**src/rtl/vga_pkg.sv**
```systemverilog
// Shared VGA timing constants and helpers for the timing generator.
package vga_pkg;

    // Default 640x480 timing (pixels / lines)
    localparam int DEF_H_ACTIVE = 640;
    localparam int DEF_H_FP     = 16;
    localparam int DEF_H_SYNC   = 96;
    localparam int DEF_H_BP     = 48;
    localparam int DEF_V_ACTIVE = 480;
    localparam int DEF_V_FP     = 10;
    localparam int DEF_V_SYNC   = 2;
    localparam int DEF_V_BP     = 29;

    // Sync polarity: the value is the level-inversion applied to "sync active"
    typedef enum logic {
        POL_ACTIVE_HIGH = 1'b0,
        POL_ACTIVE_LOW  = 1'b1
    } sync_pol_e;

    // Counts per line or per frame
    function automatic int axis_total(input int sync, input int bp,
                                      input int active, input int fp);
        return sync + bp + active + fp;
    endfunction

    // Pin level for a sync signal given whether the pulse is active
    function automatic logic sync_level(input logic act, input logic act_low);
        return act ^ act_low;
    endfunction

endpackage

```
**src/rtl/vga_axis_counter.sv**
```systemverilog
// One timing axis: wrapping counter plus sync/active-window decodes.
// Region order from count 0: sync, back porch, active, front porch.
module vga_axis_counter
    import vga_pkg::*;
#(
    parameter int TOTAL  = 800,
    parameter int SYNC   = 96,
    parameter int BP     = 48,
    parameter int ACTIVE = 640,
    parameter int W      = 10
) (
    input  logic         clk,
    input  logic         rst_n,
    input  logic         tick,
    input  logic         inc,
    output logic [W-1:0] count,
    output logic         wrap,
    output logic         sync_act,
    output logic         active,
    output logic [W-1:0] offset
);

    localparam logic [W-1:0] LAST   = W'(TOTAL - 1);
    localparam logic [W-1:0] SYNC_W = W'(SYNC);
    localparam logic [W-1:0] A_LO   = W'(SYNC + BP);
    localparam logic [W-1:0] A_HI   = W'(SYNC + BP + ACTIVE - 1);

    // Advance on enabled ticks, wrapping after the last count
    always_ff @(posedge clk or negedge rst_n) begin
        if (!rst_n)
            count <= '0;
        else if (tick && inc)
            count <= (count == LAST) ? '0 : count + W'(1);
    end

    // Combinational decodes of the current count
    always_comb begin
        wrap     = inc && (count == LAST);
        sync_act = (count < SYNC_W);
        active   = (count >= A_LO) && (count <= A_HI);
        offset   = active ? (count - A_LO) : '0;
    end

endmodule

```
**src/rtl/vga_timing_gen.sv**
```systemverilog
// Parametrised VGA sync/timing generator driven by a pixel-enable strobe.
// Internal counters lead the registered outputs by one pix_en tick; every
// output is decoded from the same (h_cnt, v_cnt) pair so they stay aligned.
module vga_timing_gen
    import vga_pkg::*;
#(
    parameter int H_ACTIVE      = DEF_H_ACTIVE,
    parameter int H_FP          = DEF_H_FP,
    parameter int H_SYNC        = DEF_H_SYNC,
    parameter int H_BP          = DEF_H_BP,
    parameter int V_ACTIVE      = DEF_V_ACTIVE,
    parameter int V_FP          = DEF_V_FP,
    parameter int V_SYNC        = DEF_V_SYNC,
    parameter int V_BP          = DEF_V_BP,
    parameter int HS_ACTIVE_LOW = 1,
    parameter int VS_ACTIVE_LOW = 1,
    parameter int H_W           = 10,
    parameter int V_W           = 10
) (
    input  logic           clk,
    input  logic           rst_n,
    input  logic           pix_en,
    output logic [H_W-1:0] hcs,
    output logic [V_W-1:0] vcs,
    output logic           hsync,
    output logic           vsync,
    output logic           activevideo,
    output logic [H_W-1:0] x,
    output logic [V_W-1:0] y,
    output logic           line_start,
    output logic           frame_start
);

    localparam int   H_TOTAL = axis_total(H_SYNC, H_BP, H_ACTIVE, H_FP);
    localparam int   V_TOTAL = axis_total(V_SYNC, V_BP, V_ACTIVE, V_FP);
    localparam logic HS_LOW  = (HS_ACTIVE_LOW != 0);
    localparam logic VS_LOW  = (VS_ACTIVE_LOW != 0);

    // Counter widths must hold the full line/frame count
    if (H_TOTAL > (1 << H_W)) begin : g_h_w_too_narrow
        $error("vga_timing_gen: H_W too narrow for H_TOTAL");
    end
    if (V_TOTAL > (1 << V_W)) begin : g_v_w_too_narrow
        $error("vga_timing_gen: V_W too narrow for V_TOTAL");
    end

    logic [H_W-1:0] h_cnt, h_off;
    logic [V_W-1:0] v_cnt, v_off;
    logic           h_wrap, h_sync_act, h_act;
    logic           v_sync_act, v_act;
    logic           win;

    vga_axis_counter #(
        .TOTAL(H_TOTAL), .SYNC(H_SYNC), .BP(H_BP), .ACTIVE(H_ACTIVE), .W(H_W)
    ) u_h (
        .clk     (clk),
        .rst_n   (rst_n),
        .tick    (pix_en),
        .inc     (1'b1),
        .count   (h_cnt),
        .wrap    (h_wrap),
        .sync_act(h_sync_act),
        .active  (h_act),
        .offset  (h_off)
    );

    // Vertical axis steps only when the line wraps
    vga_axis_counter #(
        .TOTAL(V_TOTAL), .SYNC(V_SYNC), .BP(V_BP), .ACTIVE(V_ACTIVE), .W(V_W)
    ) u_v (
        .clk     (clk),
        .rst_n   (rst_n),
        .tick    (pix_en),
        .inc     (h_wrap),
        .count   (v_cnt),
        .wrap    (),
        .sync_act(v_sync_act),
        .active  (v_act),
        .offset  (v_off)
    );

    assign win = h_act && v_act;

    // Output stage: capture the current pixel and its decodes on each tick
    always_ff @(posedge clk or negedge rst_n) begin
        if (!rst_n) begin
            hcs         <= '0;
            vcs         <= '0;
            hsync       <= HS_LOW;
            vsync       <= VS_LOW;
            activevideo <= 1'b0;
            x           <= '0;
            y           <= '0;
        end else if (pix_en) begin
            hcs         <= h_cnt;
            vcs         <= v_cnt;
            hsync       <= sync_level(h_sync_act, HS_LOW);
            vsync       <= sync_level(v_sync_act, VS_LOW);
            activevideo <= win;
            x           <= win ? h_off : '0;
            y           <= win ? v_off : '0;
        end
    end

    // Strobes: one clk wide, cleared on the following edge whatever pix_en is
    always_ff @(posedge clk or negedge rst_n) begin
        if (!rst_n) begin
            line_start  <= 1'b0;
            frame_start <= 1'b0;
        end else begin
            line_start  <= pix_en && (h_cnt == '0);
            frame_start <= pix_en && (h_cnt == '0) && (v_cnt == '0);
        end
    end

endmodule

```
**config.mk**
```make
export PLATFORM = sky130hd
export DESIGN_NAME = vga_timing_gen
export DESIGN_NICKNAME = d
export VERILOG_FILES = /design/src/rtl/vga_pkg.sv /design/src/rtl/vga_axis_counter.sv /design/src/rtl/vga_timing_gen.sv
export SDC_FILE = /design/constraint.sdc
export NUM_CORES = 1
export LEC_CHECK = 0
export CORE_UTILIZATION = 25
export DETAILED_ROUTE_END_ITERATION = 7
export PLACE_DENSITY = 0.47
export SETUP_SLACK_MARGIN = 0.05
export SLEW_MARGIN = 20
export SYNTH_ARGS = -nofsm -noshare
export SYNTH_HDL_FRONTEND = slang
export SYNTH_SLANG_ARGS = --single-unit
```
**constraint.sdc**
```tcl
create_clock -name clk -period 1.7 [get_ports clk]
set_input_delay 0.34 -clock clk [delete_from_list [all_inputs] [get_ports clk]]
set_output_delay 0.34 -clock clk [all_outputs]
set_load 0.01 [all_outputs]
```
==> impl_metrics.py, run 1 <==
metrics = {
    "timing": {
        "setup-violations-final": 1,
        "fin_crit_sh_pct": 100,
        "worst_slack_ns": -0.00245,
        "post-route-min-period_ns": 1.70,
        "slew_violations": 0,
        "hold_ws_ns": 0.0260,
        "rsz0062_at_grt": "true",
        "finalHoldViolCount": 0,
        "clock_skew_ns": 0.0103,
        "maxSlewHeadroom_pct": 73.8,
        "worstMarginPinSlew_ns": 0.392,
        "fmax_mhz": 587,
        "setup_tns_ns": -0.00245,
    },
    "logic_synthesis": {
        "ys_seq_area_share_pct": 49.5,
        "synthMostInstantiatedCell": "dfrtp_1",
        "syn-num-nets": 292,
        "async_flop_share_pct": 100,
        "ys_top_cells_by_area": "dfrtp_1 48%, mux2_2 6.2%, o2bb2ai_2 4.1%",
        "synth_cell_types": 56,
        "netlist_instances": 281,
        "synth_top_area_cell": "dfrtp_1",
        "avgSynthCellArea_um2": 11.7,
        "synth_seq_cells": 65,
        "synthFlopType": "dfrtp_1",
        "synth_common_cells": "63 x dfrtp_1, 28 x nand2_1, 18 x mux2_2",
        "synth-edff-count": 0,
        "yosys_warnings": 0,
        "syn_area_mm2": 0.00329,
        "synth.top_cell.area_share_pct": 47.9,
    },
    "worst_setup_path": {
        "startpoint_type": "flop",
        "end_kind": "flop",
        "crit_arrival_ns": 1.94,
        "timing.rr.start": "u_h.count[0]",
        "slowest_stage": "dfrtp_1",
        "max_stage_delay_ns": 0.41,
        "setup.worst_path.start": "u_h.count[0]",
        "crit_chain": "inv_2 > ha_4 > nor4b_4 > a221o_2 > nand4_4 > o31ai_2",
        "required_ns": 1.94,
        "crit_path_max_fanout": 8,
        "cpLargestDelayFamily": "compound AO/OA/AOI/OAI gates",
        "critPathKind": "reg2reg",
        "crit_buf_inv": 1,
    },
    "power": {
        "ir_drop_mv": 0.409,
        "power_frac_clock_pct": 35.6,
        "swShare_pct": 29.0,
        "intPower_mw": 3.46,
        "pwr-share-seq_pct": 37.4,
        "p_per_area_mw_per_mm2": 1000,
        "p_leak_nw": 2.17,
        "switching_power_mw": 1.41,
        "combinationalPowerShare_pct": 27.0,
    },
    "run_status": {
        "outcome": "finished, violations left",
        "violations": "setup timing",
    },
    "grt": {
        "grt_pass1_wl_um": 14200,
        "first_global_vias": 2583,
        "grt_remaining_overflow": 0,
        "grt_max_degree": 66,
        "grt_usage_pct": 14.3,
        "grt_antenna_before_repair": 0,
    },
    "die": {
        "ios": 48,
        "initial_core_util_pct": 25.9,
        "die_area_mm2": 0.0136,
        "core_area_mm2": 0.0127,
        "rows": 41,
        "die_x_um": 117,
        "die_y_um": 117,
    },
    "clock_network": {
        "cts_tree": "done",
        "clkSinkCount": 65,
        "root_buffer": "clkbuf_16",
        "cts_hold_buf": 0,
        "cts_buffer_depth": 2,
        "clock_latency_ns": 0.34,
        "path_clk_slew_ns": 0.06,
        "cts-htree-levels": 3,
        "cts_buffers": 9,
    },
    "placed_design": {
        "post-dp-hpwl_um": 5920,
        "port_buffers": 47,
        "gp_congestion": 0.810,
        "pre_cts_ws_ns": -0.218,
    },
    "routing": {
        "wl_per_cell_um": 15.4,
        "final_antenna_net_count": 0,
        "drc": 0,
        "detail_route.iter0.violations": 103,
        "drt_first_pass_iters": 4,
        "wirelength_um": 8630,
        "vias": 2479,
        "avgViaCountPerCell": 4.43,
    },
    "finish": {
        "utilization_pct": 38.1,
        "area_growth_pct": 47.4,
        "antenna_cells": 0,
        "nets": 393,
        "multi_input_area_mm2": 0.00167,
        "drive_gt1_share_pct": 39.8,
        "seqCellArea_mm2": 0.00163,
        "fillers": 1299,
    },
    "worst_hold_path": {
        "hold_path_class": "in2async",
    },
    "run": {
        "max_cap_viol_count": 0,
    },
}
[state kept, by name, indices dropped and copies added, names as in the netlist, 10 cells and up]
register	cells
hcs	10
u_h.count	10
u_v.count	10
vcs	10
x	10
y	10
[worst paths after layout]
path	to	slack, ns	cells after the start
min reg2reg	vsync	0.49	2
min	x[4]	0.03	2
min in group clk	vsync	0.49	2
max	x[8]	-0.002	6
max in group asynchronous	vsync	1.34	2
max reg2reg	x[8]	-0.002	6
[area by class of cell]
cell class              instances  area share [%]
flip-flops and latches         65            33.7
repair buffers                110            20.6
clock buffers                  14            5.44
well taps                     172            4.43
inverters                      15            1.16
clock inverters                 2           0.258
multi-input cells             181            34.5
[worst reg2reg max path: stages, from the launching register on]
cell and delay (ns):
dfrtp_1 0.41, inv_2 0.09, ha_4 0.12, nor4b_4 0.23, a221o_2 0.28, nand4_4 0.21, o31ai_2 0.27
[power groups by stage]
stage               Sequential (mW)  Clock, mW  Combinational, mW
floorplan                      1.84          0              0.521
global placement               1.82          0               1.04
detailed placement             1.83          0               1.05
CTS                            1.82       1.80               1.28
global route                   1.84       1.86               1.43
finish                         1.82       1.74               1.32
[kinds of logic (layout without fill, tap and decap cells)]
group	count (synthesis)	after routing	synth area share, %
simple gates	89	89	17.3
flops	65	65	49.5
compound gates	46	46	12.3
buf+inv	35	141	6.31
mux	20	20	6.77
xor+xnor	18	18	4.79
fa+ha+maj	8	8	3.04
[routing by layer]
layer  part of all wire [%]  track usage, %  wire length (µm)  up-vias
met1                     46            18.1              3950     1223
met5                      0               0                 0        -
met4                    1.5            4.98               129        0
li1                       -               -                 -     1190
met2                     48            22.5              4130       56
met3                    4.8            5.03               413       10
[what timing repair did]
item | 4_1_cts | 5_1_grt
buffers inserted | 15 | 2
endpoints found under the setup margin | 23 | 38
resized for setup | 21 | 27
cloned | 1 | 0
pin swaps | 13 | 13
[stage by stage]
stage | area (µm²) | total power, mW | cells
final | 4850 | 4.88 | 559
after global routing | 4850 | 5.14 | 559
after CTS | 4690 | 4.90 | 559
after detailed placement | 4190 | 2.88 | 527
after global placement | 4190 | 2.87 | 527
after floorplan | 3300 | 2.36 | 281
[layout by cell type, fill, tap and decap left out, types with 3 or more instances in the layout]
cell / n
nor3_1: 3
dlymetal6s2s_1: 5
xnor2_1: 11
dfrtp_2: 4
o21ai_0: 7
o2bb2ai_4: 7
inv_2: 4
nand3_1: 9
nand2_1: 27
inv_1: 11
buf_4: 58
a31oi_1: 3
clkdlybuf4s50_1: 39
nand4_1: 4
or3_1: 3
ha_1: 3
mux2_2: 18
a21oi_1: 5
o2bb2ai_1: 6
ha_4: 3
dfrtp_1: 59
clkbuf_16: 10
nor2_1: 9
nor3_2: 3
xor2_1: 6
o2bb2ai_2: 5
nand3_2: 4
clkbuf_1: 3
(Power assumes the default switching activity.)
==> inputs of run 2 (changes only) <==
Settings changed: SETUP_SLACK_MARGIN 0.05 to unset.
==> impl_metrics.py, run 2 (synthesized netlist as in run 1, its figures left out) <==
metrics = {
    "die": {
        "die_x_um": 117,
        "core_area_mm2": 0.0127,
        "initial_core_util_pct": 25.9,
        "rows": 41,
        "ios": 48,
        "die_y_um": 117,
        "die_area_mm2": 0.0136,
    },
    "worst_setup_path": {
        "required_ns": 1.92,
        "critPathKind": "reg2reg",
        "crit_arrival_ns": 1.90,
        "crit_path_max_fanout": 4,
        "end_kind": "flop",
        "startpoint_type": "flop",
        "crit_chain": "ha_2 > and2_4 > a221o_2 > nand4_4 > clkbuf_16 > o2bb2ai_2",
        "slowest_stage": "a221o_2",
        "max_stage_delay_ns": 0.43,
        "regToRegSetupSlack_ns": 0.03,
    },
    "timing": {
        "finalHoldViolCount": 0,
        "maxSlewHeadroom_pct": 76.6,
        "worstMarginPinSlew_ns": 0.352,
        "clock_skew_ns": 0.00739,
        "slew_violations": 0,
        "post-route-min-period_ns": 1.67,
        "fmax_mhz": 597,
        "rsz0062_at_grt": "true",
        "fin_crit_sh_pct": 98.5,
        "setup-violations-final": 0,
    },
    "finish": {
        "area_growth_pct": 41.5,
        "final_area_mm2": 0.00466,
        "fillers": 1315,
        "final_common_cell": "dfrtp_1",
        "nets": 386,
        "drive_gt1_share_pct": 34.6,
        "layoutNonFillerInstCount": 551,
        "layout_common_cells": "62 x dfrtp_1, 50 x buf_4, 44 x clkdlybuf4s50_1",
        "antenna_cells": 0,
    },
    "placed_design": {
        "dp_cells": 532,
        "post-dp-hpwl_um": 5870,
        "gp_congestion": 0.835,
        "port_buffers": 47,
        "place_area_mm2": 0.00425,
    },
    "routing": {
        "top_layer": "met4",
        "wl_met1_um": 3780,
        "routed-wl-met2_um": 3890,
        "drt_first_pass_iters": 4,
        "drc": 0,
        "final_antenna_net_count": 0,
        "avgViaCountPerCell": 4.40,
        "wirelength_um": 8060,
        "wl_per_cell_um": 14.6,
        "wl_met3_um": 272,
        "detail_route.iter0.violations": 69,
        "vias": 2426,
    },
    "grt": {
        "grt_remaining_overflow": 0,
        "grt_usage_pct": 13.0,
        "first_global_vias": 2590,
        "grt_max_degree": 34,
        "grt_antenna_before_repair": 0,
        "grt_pass1_wl_um": 13200,
    },
    "power": {
        "pwr-share-seq_pct": 37.3,
        "p_leak_nw": 2.03,
        "swShare_pct": 27.5,
        "p_per_area_mw_per_mm2": 1040,
        "combinationalPowerShare_pct": 24.3,
        "ir_drop_mv": 0.474,
        "power_frac_clock_pct": 38.4,
        "switching_power_mw": 1.33,
        "intPower_mw": 3.50,
    },
    "run_status": {
        "outcome": "completed",
    },
    "clock_network": {
        "clkSinkCount": 65,
        "clock_latency_ns": 0.34,
        "path_clk_slew_ns": 0.05,
        "cts_buffer_depth": 2,
        "cts_buffers": 9,
        "root_buffer": "clkbuf_16",
        "cts-htree-levels": 3,
        "cts_tree": "done",
    },
    "run": {
        "max_cap_viol_count": 0,
    },
    "worst_hold_path": {
        "hold_path_class": "in2async",
    },
}
==> run 2: worst paths after layout <==
path / start / endpoint / cells after the start
min: rst_n / vcs[5] / 2
max reg2reg: u_h.count[4] / x[0] / 6
min reg2reg: y[6] / y[6] / 1
max: u_h.count[4] / x[0] / 6
max in group asynchronous: rst_n / x[8] / 4
min in group clk: y[6] / y[6] / 1
==> run 2: final cells by class <==
class,instances,area [µm²],share of cell area [%]
Clock buffer,12,256,5.51
Tap cell,172,215,4.62
Clock inverter,3,40.0,0.860
Inverter,15,56.3,1.21
Multi-Input combinational cell,181,1520,32.5
Timing Repair Buffer,103,945,20.3
Sequential cell,65,1630,35.0
==> run 2: timing repair <==
item	CTS	global route
buffers inserted	2	0
hold buffers	1	0
endpoints found under the setup margin	18	21
resized for setup	6	12
cloned	0	1
pin swaps	5	5
endpoints found under the hold margin	12	0
==> run 2: routing by layer <==
layer  up-vias  GRT usage [%]
met5         -              0
met4         0           4.30
met3        13           3.48
met2        42           22.0
met1      1194           16.1
li1       1177              -
==> run 2: power groups by stage <==
| stage | Sequential, mW | Clock (mW) | Combinational (mW) |
|---|---|---|---|
| finish | 1.80 | 1.85 | 1.17 |
| detailed placement | 1.81 | 0 | 1.08 |
| CTS | 1.80 | 1.91 | 1.13 |
| global route | 1.82 | 1.98 | 1.29 |
| global placement | 1.81 | 0 | 1.08 |
| floorplan | 1.84 | 0 | 0.521 |
==> run 2: per-stage QoR <==
| step | setup slack [ns] | TNS (ns) | hold slack (ns) | total power [mW] | util (%) |
|---|---|---|---|---|---|
| floorplan | 0.00639 | 0 | 0.0444 | 2.36 | - |
| global placement | -0.148 | -2.02 | 0.274 | 2.89 | 33.4 |
| detailed placement | -0.174 | -2.45 | 0.274 | 2.90 | 33.4 |
| CTS | 0.00598 | 0 | 0.447 | 4.83 | 36.1 |
| global route | -0.0418 | -0.200 | 0.496 | 5.09 | 36.6 |
| finish | 0.0263 | 0 | 0.443 | 4.83 | 36.6 |
==> run 2: worst max-delay path, delay by kind of cell, from the launching register on <==
| family | cells | cell delay [ns] |
|---|---|---|
| buffers and inverters | 1 | 0.17 |
| adders and majority gates | 1 | 0.21 |
| DFF | 1 | 0.41 |
| and+or+nand+nor | 2 | 0.28 |
| AOI/OAI and AO/OA | 2 | 0.48 |
